===== src/rtl/pwr_sched_pkg.sv =====
// Shared types and sizing helpers for the power-gating scheduler.
// The package is not parameterised, so the widths are supplied as constant functions.
package pwr_sched_pkg;

    typedef enum logic [1:0] {
        S_IDLE = 2'd0,
        S_ISO  = 2'd1,
        S_OFF  = 2'd2,
        S_WAKE = 2'd3
    } state_t;

    // Width of an index over n peripherals. It is never less than 1, so that N=1 still works.
    function automatic int idx_width(input int n);
        return (n > 1) ? $clog2(n) : 1;
    endfunction

    // CNT_W: width of the settle counter, enough to hold the value SETTLE.
    function automatic int cnt_width(input int settle);
        return $clog2(settle + 1);
    endfunction

endpackage


===== src/rtl/pwr_rr_arbiter.sv =====
// Combinational round-robin pick. The search starts at ptr and wraps modulo N.
// The top uses one instance for wake requests and one for gate requests.
module pwr_rr_arbiter
    import pwr_sched_pkg::*;
#(
    parameter int N     = 4,
    parameter int IDX_W = idx_width(N)
) (
    input  logic [N-1:0]     req,
    input  logic [IDX_W-1:0] ptr,
    output logic             gnt_valid,
    output logic [IDX_W-1:0] gnt_idx
);

    function automatic int wrap_idx(input int base, input int off);
        int s;
        s = base + off;
        return (s >= N) ? s - N : s;
    endfunction

    // The scan runs from the farthest offset down, so the request nearest ptr is written last and wins.
    // NOTE: every output gets a default first, so no path leaves it unassigned and no latch is inferred.
    always_comb begin
        gnt_valid = 1'b0;
        gnt_idx   = '0;
        for (int off = N - 1; off >= 0; off--) begin
            if (req[wrap_idx(int'(ptr), off)]) begin
                gnt_valid = 1'b1;
                gnt_idx   = IDX_W'(wrap_idx(int'(ptr), off));
            end
        end
    end

endmodule


===== src/rtl/pwr_gate_scheduler.sv =====
// Per-peripheral power-gating scheduler. One shared sequencer drives isolation and the power switch
// for a single peripheral at a time. Wake requests take priority over gate requests.
module pwr_gate_scheduler
    import pwr_sched_pkg::*;
#(
    parameter int N      = 4,
    parameter int W      = 16,
    parameter int SETTLE = 4
) (
    input  logic                clk,
    input  logic                rst_n,
    input  logic [N-1:0]        periph_en,
    input  logic [N-1:0][W-1:0] idle_count,
    input  logic [N-1:0]        recent_activity,
    input  logic [W-1:0]        idle_thresh,
    input  logic [N-1:0]        wake_req,
    output logic [N-1:0]        iso_en,
    output logic [N-1:0]        pwr_off,
    output logic [N-1:0]        gated,
    output logic [N-1:0]        wake_done,
    output logic                sched_busy
);

    localparam int IDX_W = idx_width(N);
    localparam int CNT_W = cnt_width(SETTLE);
    localparam logic [CNT_W-1:0] CNT_LOAD = CNT_W'(SETTLE - 1);

    state_t           state, state_d;
    logic [CNT_W-1:0] cnt, cnt_d;
    logic [IDX_W-1:0] rr_ptr, rr_ptr_d;
    logic [IDX_W-1:0] gnt_k, gnt_k_d;
    logic [N-1:0]     iso_d, pwr_d, gated_d, wake_done_d;

    logic [N-1:0]     gate_cand, wake_cand;
    logic             wake_valid, gate_valid;
    logic [IDX_W-1:0] wake_idx, gate_idx;

    always_comb begin
        for (int i = 0; i < N; i++) begin
            gate_cand[i] = periph_en[i] & ~gated[i] & ~recent_activity[i] & ~wake_req[i]
                         & (idle_thresh != '0) & (idle_count[i] >= idle_thresh);
        end
    end

    // A gated peripheral can always be woken, whether or not it is still enabled.
    assign wake_cand = gated & wake_req;

    pwr_rr_arbiter #(.N(N), .IDX_W(IDX_W)) u_wake_arb (
        .req       (wake_cand),
        .ptr       (rr_ptr),
        .gnt_valid (wake_valid),
        .gnt_idx   (wake_idx)
    );

    pwr_rr_arbiter #(.N(N), .IDX_W(IDX_W)) u_gate_arb (
        .req       (gate_cand),
        .ptr       (rr_ptr),
        .gnt_valid (gate_valid),
        .gnt_idx   (gate_idx)
    );

    function automatic logic [IDX_W-1:0] ptr_after(input logic [IDX_W-1:0] k);
        return (int'(k) == N - 1) ? '0 : k + 1'b1;
    endfunction

    always_comb begin
        state_d     = state;
        cnt_d       = cnt;
        rr_ptr_d    = rr_ptr;
        gnt_k_d     = gnt_k;
        iso_d       = iso_en;
        pwr_d       = pwr_off;
        gated_d     = gated;
        wake_done_d = '0;

        case (state)
            S_IDLE: begin
                if (wake_valid) begin
                    gnt_k_d         = wake_idx;
                    pwr_d[wake_idx] = 1'b0;
                    cnt_d           = CNT_LOAD;
                    rr_ptr_d        = ptr_after(wake_idx);
                    state_d         = S_WAKE;
                end else if (gate_valid) begin
                    gnt_k_d         = gate_idx;
                    iso_d[gate_idx] = 1'b1;
                    cnt_d           = CNT_LOAD;
                    rr_ptr_d        = ptr_after(gate_idx);
                    state_d         = S_ISO;
                end
            end
            S_ISO: begin
                if (cnt == '0) begin
                    pwr_d[gnt_k] = 1'b1;
                    cnt_d        = CNT_LOAD;
                    state_d      = S_OFF;
                end else begin
                    cnt_d = cnt - 1'b1;
                end
            end
            S_OFF: begin
                if (cnt == '0) begin
                    gated_d[gnt_k] = 1'b1;
                    state_d        = S_IDLE;
                end else begin
                    cnt_d = cnt - 1'b1;
                end
            end
            S_WAKE: begin
                if (cnt == '0) begin
                    iso_d[gnt_k]       = 1'b0;
                    gated_d[gnt_k]     = 1'b0;
                    wake_done_d[gnt_k] = 1'b1;
                    state_d            = S_IDLE;
                end else begin
                    cnt_d = cnt - 1'b1;
                end
            end
            default: state_d = S_IDLE;
        endcase
    end

    // Reset can arrive in the middle of a sequence. It drops that sequence and leaves every peripheral powered and un-isolated.
    // NOTE: state is updated with non-blocking assignments, so each register loads its next value at the same edge.
    always_ff @(posedge clk) begin
        if (!rst_n) begin
            state     <= S_IDLE;
            cnt       <= '0;
            rr_ptr    <= '0;
            gnt_k     <= '0;
            iso_en    <= '0;
            pwr_off   <= '0;
            gated     <= '0;
            wake_done <= '0;
        end else begin
            state     <= state_d;
            cnt       <= cnt_d;
            rr_ptr    <= rr_ptr_d;
            gnt_k     <= gnt_k_d;
            iso_en    <= iso_d;
            pwr_off   <= pwr_d;
            gated     <= gated_d;
            wake_done <= wake_done_d;
        end
    end

    assign sched_busy = (state != S_IDLE);

endmodule

===== config.mk =====
export PLATFORM = sky130hd
export DESIGN_NAME = pwr_gate_scheduler
export DESIGN_NICKNAME = d
export VERILOG_FILES = /design/src/rtl/pwr_sched_pkg.sv /design/src/rtl/pwr_rr_arbiter.sv /design/src/rtl/pwr_gate_scheduler.sv
export SDC_FILE = /design/constraint.sdc
export NUM_CORES = 1
export LEC_CHECK = 0
export CORE_AREA = 2 2 83 85
export CTS_CLUSTER_DIAMETER = 200
export DETAILED_ROUTE_END_ITERATION = 8
export DIE_AREA = 0 0 85 87
export GPL_TIMING_DRIVEN = 0
export HOLD_SLACK_MARGIN = 0.12
export PLACE_DENSITY_LB_ADDON = 0.15
export SYNTH_ARGS = -nofsm -noshare
export SYNTH_HDL_FRONTEND = slang
export SYNTH_SLANG_ARGS = --single-unit
export TNS_END_PERCENT = 5

===== constraint.sdc =====
create_clock -name clk -period 3.8 [get_ports clk]
set_input_delay 0.38 -clock clk [delete_from_list [all_inputs] [get_ports clk]]
set_output_delay 0.38 -clock clk [all_outputs]
set_load 0.01 [all_outputs]

Word-level counts from Yosys, hierarchy flattened. Index checks and enable logic that the tools add are counted.

Memories: 0. Logic and storage cells: 186. Input port bits: 94. RAM bits: 0. Bits in latches: 0. Bits in registers: 25. Bits in read-only memories: 0. Output and inout bits: 17.

Order comparisons: 18. Equal/unequal tests: 14. Reductions and logical operators: 19. Div/mod/pow operators: 0. Shift-type cells: 0. $add $sub $neg: 10. Bitwise operators: 41. Multiply operators: 0. Muxes and demuxes: 76.

Operators with widths (number): $lt 32x4->1 const B (4); $mux 32 (4); $ge 32x4->1 const B (3); $sub 32x4->32 const B (3); $ge 16x16->1 (4); $mux 2 (18); $mux 4 (7); $mux 1 (27); $pmux 4 s2 (3); $and 1x1->1 (20); $and 4x4->4 (4); $bmux 1 s2 (8); $reduce_bool 16->1 (1); $mux 3 (4); $ne 2x2->1 const B (6); $not 1->1 (12); $or 4x4->4 (3); $reduce_and 3->1 (4); $reduce_bool 2->1 (5); $lt 2x3->1 const B (3); $pmux 3 s3 (1); $not 4->4 (2); $add 2x2->3 const B (2); $demux 1 s2 (3); other kinds (17) (27).

Longest topological paths before layout. Gate-level depths: netlist of the first run.

Word-level depth: 21. Depth in mapped cells: 12. Depth with buffers taken out: 12.

By module. Synthesis of the first run repeated with hierarchy kept, for this count alone.

Cell total of the unflattened synthesis: 370. Area, all modules: 2986.6 sq um.

Modules (own cells, without submodules): pwr_gate_scheduler (instances 1, cells an instance 344, area an instance 2831.5 sq um); pwr_rr_arbiter (instances 2, cells an instance 13, area an instance 77.6 sq um).

Least setup slack after synthesis of the first run. Ideal clock, no wire load.

Path type: in2reg. Start: in idle_thresh[13]. End: reg rr_ptr[1]. Cell stages on the path: 12. Library setup time: 0.134 ns. Setup slack: 0.911 ns. Data arrival time: 2.755 ns. Path through: inv_1 > ha_1 > nand4_1 > nor3_2 > or4b_1 > a41o_1 > a222oi_1 > nand3_1 > inv_1 > ha_1 > a21oi_1 > a211oi_1.

Longest elaborated chain between the ends: 14.

RTL lines: from (decl) (RTL line pwr_gate_scheduler.sv:15) `input logic [W-1:0] idle_thresh,`; parallel branches: the longest is 14 deep, another holds $ge 16x16->1; to (signal assigned) (RTL line pwr_gate_scheduler.sv:138) `rr_ptr <= rr_ptr_d;`; to (decl) (RTL line pwr_gate_scheduler.sv:30) `logic [IDX_W-1:0] rr_ptr, rr_ptr_d;`.

Parallel ways; which one is timed is not known. The select of a mux whose other input is x is not followed. A chain may end at the register's enable or synchronous reset.

Final worst setup path of the first run.
Start: in idle_thresh[15]. End: reg rr_ptr[1].

The elaborated chain is that of the path after synthesis.

==> impl_metrics.json, run 1 <==
{
  "ctsResizeCount": 0,
  "ys.flop_type": "dfxtp_1",
  "maxSlewViolCount": 0,
  "hp-start": "cnt[1]",
  "io-pin-count": 111,
  "finalCoreUtilization": 0.621,
  "start_util": 0.429,
  "dp.cells": 550,
  "num_rows": 30,
  "grt_pass1_vias": 3129,
  "stdcell_count": 554,
  "core_area_mm2": 0.00657,
  "critical_path_class": "in -> reg",
  "root_buffer": "clkbuf_8",
  "fp.dieArea_mm2": 0.00740,
  "grt-ovfl-total": 0,
  "vias": 3071,
  "max_freq_mhz": 279,
  "startpoint_type": "primary input",
  "antenna_found_initial": 0,
  "p_per_area_mw_per_mm2": 248,
  "synthCells": 360,
  "cap_viol_max_count": 0,
  "track_usage": 0.232,
  "dr.first_iter.drc_count": 194,
  "yosysSeqAreaShare": 0.178,
  "setup_viol": 0,
  "tightestPinTransition_ps": 628,
  "cts_tree": "done",
  "clk_latency_ps": 270,
  "synthesis.nets": 528,
  "slew-limit-headroom": 0.578,
  "r2r_setup_slack_ps": 1310,
  "wl_per_cell_um": 15.1,
  "areaGrowthSynthToFinish_pct": 44.7,
  "ant_nets": 0,
  "cp.arrival_ps": 3720,
  "crit_fanout": 4,
  "synth_edf_count": 0,
  "cpMaxStageDelayCell": "or4b_1",
  "nNetsFinal": 643,
  "grt_max_degree": 14,
  "cts-hold-fix-buffers": 0,
  "cts_inserted_buffers": 3,
  "outcome": "finished, final reports clean",
  "reg2reg_depth": 9,
  "holdPathStages": 1,
  "ff_latch_area_um2": 500,
  "n_antenna_cell": 0,
  "whs_ps": 479,
  "routed_wl_um": 8340,
  "final.setup_skew_ps": 4.53,
  "synth.distinct_cells": 41,
  "path_clk_slew_ps": 90,
  "post-cts-setup-buffer-count": 0,
  "finalHoldViolations": 0,
  "mappedNetlistArea_mm2": 0.00282,
  "drc_errors": 0,
  "required_ps": 3940,
  "gp_congestion": 0.868,
  "drive_gt1_frac": 0.0274,
  "min_period_ps": 3580,
  "hp-class": "reg -> reg",
  "hpwlAfterDp_um": 7260,
  "drt-pass1-iter-count": 6,
  "holdPathEnd": "cnt[1]",
  "synth_warnings": 0,
  "p_leak_uw": 0.00174,
  "yosys_register_bits": 25,
  "io_buffers": 110,
  "die_x_um": 85,
  "grt_pass1_wl_um": 14000,
  "avgViaCountPerCell": 5.54,
  "cts_buffer_depth": 2,
  "syn_avg_cell_area_um2": 7.83,
  "cts_sinks": 25,
  "end_kind": "flip-flop",
  "finalSetupTns_ps": 0,
  "post-route-period-util": 0.943,
  "htree_levels": 1,
  "irDropWorstVdd_v": 0.000264,
  "die_height_um": 87,
  "cp_slowest_stage_delay_ps": 530,
  "multiInputGateArea_mm2": 0.00219,
  "r2r_end": "rr_ptr[1]",
  "synthArstFlopShare": 0,
  "fill_cells": 573,
  "rsz0062_at_grt": "false",
  "path_cells": "clkdlybuf4s50_1, inv_1, ha_1, nand4_1, nor3_1, or4b_1, a31oi_2, a2bb2oi_1, nand4_1, inv_1, ha_1, a21oi_1, a211oi_1"
}
==> cells in the mapped netlist (3+ instances only) <==
| cell type | count | area (um2) |
|---|---|---|
| o21ai_0 | 15 | 75.1 |
| ha_1 | 74 | 926 |
| o21a_1 | 7 | 52.6 |
| nand2_1 | 31 | 116 |
| inv_1 | 28 | 105 |
| nor4_1 | 4 | 25.0 |
| o22ai_1 | 3 | 18.8 |
| a2111oi_0 | 4 | 35.0 |
| nor3_1 | 6 | 30.0 |
| nand4_1 | 9 | 56.3 |
| nand3_1 | 9 | 45.0 |
| dfxtp_1 | 25 | 500 |
| clkbuf_1 | 8 | 30.0 |
| a31oi_1 | 5 | 31.3 |
| and4_1 | 5 | 43.8 |
| o21ai_1 | 7 | 35.0 |
| a211oi_1 | 5 | 37.5 |
| nand2b_1 | 8 | 50.1 |
| nor4b_1 | 4 | 35.0 |
| a21oi_1 | 41 | 205 |
| nor2_1 | 34 | 128 |
==> layout by cell type, fill, tap and decap left out, types with 2 or more instances in the layout <==
cell             count
and4_1               5
a21o_1               2
clkbuf_1             9
a2111oi_0            3
nand2_1             31
nand2b_1             8
nand4_1              9
nor3_2               2
dfxtp_1             25
and3_1               2
ha_1                74
a21oi_1             41
a211oi_1             5
inv_2                2
nor4_1               4
clkdlybuf4s50_1    110
nor4b_1              4
o21ai_1              7
o21ai_0             15
a41oi_1              2
o21a_1               7
nor3_1               6
a41o_1               2
a31oi_1              4
nor2b_1              2
o22ai_1              3
or4b_1               2
clkbuf_8             3
nand3_1              9
nor2_1              34
inv_1               28
==> area by class of cell <==
class / instances / share of cell area
Clock buffer: 4 / 0.0110
Multi-Input combinational cell: 297 / 0.537
Sequential cell: 25 / 0.123
Buffer: 8 / 0.00737
Inverter: 30 / 0.0276
Tap cell: 80 / 0.0246
Timing Repair Buffer: 110 / 0.270
==> worst max-delay path: cells and delay by family <==
kind	cells	cell delay (ps)
fa+ha+maj	2	570
simple gates	4	1300
compound gates	4	720
buf+inv	3	740
==> through the flow <==
stage | cell area, um2 | power [uW] | setup slack, ps
after detailed placement | 4020 | 851 | -204
after global routing | 4080 | 1090 | 9.38
after floorplan | 2820 | 632 | 911
after CTS | 4060 | 1010 | 64.7
final | 4080 | 1010 | 217
after global placement | 4020 | 832 | -207
==> per-layer routing <==
layer | up-vias | part of all wire | GRT usage
li1 | 1557 | - | -
met1 | 1373 | 0.43 | 0.282
met2 | 118 | 0.47 | 0.427
met3 | 23 | 0.059 | 0.0171
met4 | 0 | 0.034 | 0.0823
met5 | - | 0 | 0
==> worst max path at each step <==
stage	start	to	slack, ps	depth (start not counted)
2_1_floorplan	idle_thresh[13]	rr_ptr[1]	910	12
3_3_place_gp	idle_thresh[0]	rr_ptr[1]	-210	12
3_5_place_dp	idle_thresh[0]	rr_ptr[1]	-200	12
4_1_cts	idle_thresh[0]	rr_ptr[1]	60	12
5_1_grt	idle_thresh[13]	rr_ptr[1]	9	13
6_report	idle_thresh[15]	rr_ptr[1]	220	13
==> power by group <==
part           switching [uW]  internal (uW)  total [uW]
clock                    83.6           75.1         159
combinational             285            250         535
sequential               22.5            296         319
total                     391            621        1010
==> cells by family after synthesis <==
logic type	count (synthesis)	synth area share
adders and majority gates	74	0.329
and+or+nand+nor	122	0.223
AOI/OAI and AO/OA	101	0.220
buffers and inverters	38	0.0506
DFF	25	0.178
Note: power is estimated with default switching activity, not from simulation.
==> run 2, diff against run 1 <==
--- a/config.mk
+++ b/config.mk
@@ -5,11 +5,10 @@
 export SDC_FILE = /design/constraint.sdc
 export NUM_CORES = 1
 export LEC_CHECK = 0
-export CORE_AREA = 2 2 83 85
+export CORE_AREA = 4 4 85 87
 export CTS_CLUSTER_DIAMETER = 200
 export DETAILED_ROUTE_END_ITERATION = 8
-export DIE_AREA = 0 0 85 87
-export GPL_TIMING_DRIVEN = 0
+export DIE_AREA = 0 0 89 91
 export HOLD_SLACK_MARGIN = 0.12
 export PLACE_DENSITY_LB_ADDON = 0.15
 export SYNTH_ARGS = -nofsm -noshare
==> impl_metrics.json, run 2 (synthesis results as in run 1) <==
{
  "cts_buffer_depth": 2,
  "drive_gt1_frac": 0.0360,
  "grt_max_degree": 14,
  "tightestPinTransition_ps": 574,
  "num_rows": 29,
  "design_area_mm2": 0.00408,
  "io_buffers": 110,
  "final_common_cell": "clkdlybuf4s50_1",
  "routed_wl_um": 8800,
  "setup_viol": 0,
  "place_area_mm2": 0.00403,
  "irDropWorstVdd_v": 0.000302,
  "cts_sinks": 25,
  "cts-hold-fix-buffers": 0,
  "cap_viol_max_count": 0,
  "drt-pass1-iter-count": 4,
  "final_cell_mix": "clkdlybuf4s50_1, ha_1, a21oi_1, nor2_1, nand2_1",
  "htree_levels": 1,
  "hp-class": "reg -> reg",
  "hpwlAfterDp_um": 7740,
  "ff_latch_area_um2": 500,
  "crit_fanout": 4,
  "fp.dieArea_mm2": 0.00810,
  "root_buffer": "clkbuf_8",
  "die_x_um": 89,
  "areaGrowthSynthToFinish_pct": 44.6,
  "cts_tree": "done",
  "fill_cells": 573,
  "multiInputGateArea_mm2": 0.00217,
  "io-pin-count": 111,
  "slew-limit-headroom": 0.615,
  "grt_pass1_wl_um": 14300,
  "grt-ovfl-total": 0,
  "finalSetupTns_ps": 0,
  "track_usage": 0.217,
  "final.setup_skew_ps": 5.02,
  "cp.arrival_ps": 3600,
  "clk_latency_ps": 270,
  "n_antenna_cell": 0,
  "maxSlewViolCount": 0,
  "ctsResizeCount": 0,
  "grt_pass1_vias": 3133,
  "ant_nets": 0,
  "wl_met1_um": 3630,
  "outcome": "finished, final reports clean",
  "start_util": 0.444,
  "dr_wl_met3_um": 551,
  "post-cts-setup-buffer-count": 0,
  "max_freq_mhz": 290,
  "avgViaCountPerCell": 5.67,
  "required_ps": 3950,
  "dr.first_iter.drc_count": 114,
  "cts_inserted_buffers": 3,
  "vias": 3115,
  "antenna_found_initial": 0,
  "core_area_mm2": 0.00635,
  "startpoint_type": "primary input",
  "end_kind": "flip-flop",
  "finalHoldViolations": 0,
  "nNetsFinal": 641,
  "drc_errors": 0,
  "die_height_um": 91,
  "gp_congestion": 0.935,
  "path_clk_slew_ps": 90,
  "dr_wl_met2_um": 4360,
  "rsz0062_at_grt": "false",
  "p_leak_uw": 0.00176,
  "top_layer_used": "met4",
  "wl_per_cell_um": 16.0,
  "p_per_area_mw_per_mm2": 246,
  "post-route-period-util": 0.907,
  "min_period_ps": 3450,
  "critical_path_class": "in -> reg"
}
==> run 2: cell type report <==
class,instances,share of cell area
multi-input combinational,297,0.534
timing repair buffer,116,0.281
sequential,25,0.123
clock buffer,4,0.0111
tap,77,0.0236
inverter,30,0.0276
==> run 2: layer usage <==
| metal | vias to the layer above | global-route usage |
|---|---|---|
| met5 | - | 0 |
| met4 | 0 | 0.0757 |
| met3 | 23 | 0.0371 |
| met2 | 109 | 0.383 |
| met1 | 1421 | 0.261 |
| li1 | 1562 | - |
==> run 2: where the power goes <==
| part | switching [uW] | internal [uW] |
|---|---|---|
| combinational | 255 | 248 |
| sequential | 46.8 | 296 |
| clock | 83.6 | 75.1 |
| total | 385 | 619 |
==> run 2: final timing paths <==
path | from | end | slack (ps) | cells after the start
worst max-delay path | idle_thresh[15] | rr_ptr[1] | 350 | 14
worst min-delay path | cnt[1] | cnt[1] | 470 | 1
worst max register to register | flip-flop | rr_ptr[1] | 1260 | 9
worst min register to register | cnt[1] | cnt[1] | 470 | 1
==> run 2: worst max-delay path, cell delays in order <==
cell and delay (ps):
clkdlybuf4s50_1 490, inv_1 110, ha_1 330, nand4_1 170, nor3_1 290, or4b_1 480, a31oi_1 260, buf_4 170
a2bb2oi_1 150, nand4_1 210, inv_1 130, ha_1 230, a21oi_1 130, a211oi_1 80
==> run 2: through the flow <==
| stage | setup WS [ps] | instances | utilization | total power, uW | hold WS (ps) |
|---|---|---|---|---|---|
| after CTS | 394 | 549 | 0.642 | 1000 | 481 |
| after global routing | 177 | 549 | 0.642 | 1090 | 512 |
| after detailed placement | 96.1 | 545 | 0.635 | 845 | 460 |
| final | 353 | 549 | 0.642 | 1000 | 473 |
| after floorplan | 911 | 360 | - | 632 | 440 |
| after global placement | 142 | 545 | 0.635 | 833 | 450 |
==> run 3, diff against run 2 <==
--- a/config.mk
+++ b/config.mk
@@ -5,10 +5,12 @@
 export SDC_FILE = /design/constraint.sdc
 export NUM_CORES = 1
 export LEC_CHECK = 0
-export CORE_AREA = 4 4 85 87
+export CORE_AREA = 4 4 112 114
 export CTS_CLUSTER_DIAMETER = 200
+export CTS_CLUSTER_SIZE = 8
 export DETAILED_ROUTE_END_ITERATION = 8
-export DIE_AREA = 0 0 89 91
+export DIE_AREA = 0 0 116 118
+export GPL_ROUTABILITY_DRIVEN = 0
 export HOLD_SLACK_MARGIN = 0.12
 export PLACE_DENSITY_LB_ADDON = 0.15
 export SYNTH_ARGS = -nofsm -noshare
==> impl_metrics.json, run 3 (synthesis results as in run 1) <==
{
  "core_area_mm2": 0.0114,
  "cap_viol_max_count": 0,
  "vias": 2988,
  "finalHoldViolations": 0,
  "wl_per_cell_um": 15.2,
  "min_period_ps": 3450,
  "setup_viol": 0,
  "final_cell_mix": "clkdlybuf4s50_1, ha_1, a21oi_1, nor2_1, nand2_1",
  "p_clk_frac": 0.217,
  "startpoint_type": "primary input",
  "start_util": 0.247,
  "slew-limit-headroom": 0.652,
  "rsz0062_at_grt": "false",
  "cp_slowest_stage_delay_ps": 550,
  "irDropWorstVdd_v": 0.000258,
  "ctsResizeCount": 0,
  "path_clk_slew_ps": 70,
  "io-pin-count": 111,
  "cp.arrival_ps": 3580,
  "io_buffers": 110,
  "areaGrowthSynthToFinish_pct": 50.0,
  "ant_nets": 0,
  "clk_latency_ps": 260,
  "ff_latch_area_um2": 500,
  "outcome": "finished, final reports clean",
  "fp.dieArea_mm2": 0.0137,
  "grt_max_degree": 15,
  "root_buffer": "clkbuf_16",
  "finalSetupTns_ps": 0,
  "cts_buffer_depth": 2,
  "drc_errors": 0,
  "tightestPinTransition_ps": 508,
  "hpwlAfterDp_um": 8350,
  "post-route-period-util": 0.909,
  "cts_inserted_buffers": 3,
  "cts-hold-fix-buffers": 0,
  "post-cts-setup-buffer-count": 0,
  "die_x_um": 116,
  "drt-pass1-iter-count": 4,
  "drive_gt1_frac": 0.0484,
  "antenna_found_initial": 0,
  "design_area_mm2": 0.00423,
  "critical_path_class": "in -> reg",
  "cts_tree": "done",
  "p_sw_uw": 393,
  "cts_sinks": 25,
  "place_area_mm2": 0.00414,
  "p_sw_frac": 0.363,
  "routed_wl_um": 9410,
  "hp-class": "reg -> reg",
  "final.setup_skew_ps": 5.54,
  "maxSlewViolCount": 0,
  "power.internal_uw": 688,
  "multiInputGateArea_mm2": 0.00219,
  "grt_pass1_wl_um": 15100,
  "max_freq_mhz": 290,
  "power_frac_seq": 0.318,
  "final_common_cell": "clkdlybuf4s50_1",
  "critical_path_buf_inv_count": 4,
  "nNetsFinal": 644,
  "grt-ovfl-total": 0,
  "path_cells": "clkdlybuf4s50_1, inv_1, ha_1, nand4_1, nor3_2, or4b_1, a31oi_2, buf_4, a2bb2oi_1, nand4_1, inv_1, ha_1, a21oi_1, a211oi_1",
  "n_antenna_cell": 0,
  "p_comb_frac": 0.465,
  "end_kind": "flip-flop",
  "p_per_area_mw_per_mm2": 256,
  "p_leak_uw": 0.00179,
  "grt_pass1_vias": 3025,
  "crit_fanout": 4,
  "track_usage": 0.136,
  "cpMaxStageDelayCell": "or4b_1",
  "avgViaCountPerCell": 4.83,
  "num_rows": 39,
  "required_ps": 3930,
  "power_uw": 1080,
  "die_height_um": 118,
  "dr.first_iter.drc_count": 136,
  "fill_cells": 1231,
  "critPathTopFamily": "simple AND/OR/NAND/NOR gates",
  "htree_levels": 1
}
==> run 3: power by group through the flow <==
stage	logic, uW	clock network, uW	registers, uW
5_1_grt	571	253	351
3_3_place_gp	499	0	349
2_1_floorplan	308	0	324
6_report	503	234	343
4_1_cts	506	240	343
3_5_place_dp	503	0	349
==> run 3: final timing paths <==
| check | startpoint | end | slack, ps | depth (start not counted) |
|---|---|---|---|---|
| max reg2reg | flip-flop | rr_ptr[1] | 1420 | 9 |
| min reg2reg | cnt[1] | cnt[1] | 460 | 1 |
| min | cnt[1] | cnt[1] | 460 | 1 |
| max | idle_thresh[14] | rr_ptr[1] | 350 | 14 |
==> run 3: worst register-to-register path, stage by stage (launching register included) <==
cell and delay [ps]:
dfxtp_1 370, nor4b_1 410, nand2_1 140, a41o_1 270, a222oi_1 330, nand3_1 190
inv_1 110, ha_1 230, a21oi_1 130, a211oi_1 90
==> run 3: cell type report <==
type                       count  share of cell area
multi-input combinational    297               0.517
sequential                    25               0.118
clock inverter                 1             0.00118
timing repair buffer         119               0.276
tap                          143              0.0423
clock buffer                   3              0.0178
inverter                      30              0.0266
==> run 3: metrics by stage <==
stage	instances	setup WS [ps]	hold WS [ps]	utilization
after floorplan	360	911	440	-
after global placement	614	21.6	453	0.362
after detailed placement	614	-14.0	455	0.362
after CTS	618	258	469	0.369
after global routing	618	19.4	489	0.370
final	618	346	463	0.370
==> run 3: routing by layer <==
metal	up-vias	track usage	part of all wire
met2	86	0.212	0.43
met5	-	0	0
li1	1568	-	-
met3	2	0.0190	0.063
met1	1332	0.205	0.51
met4	0	0.00653	0.0015
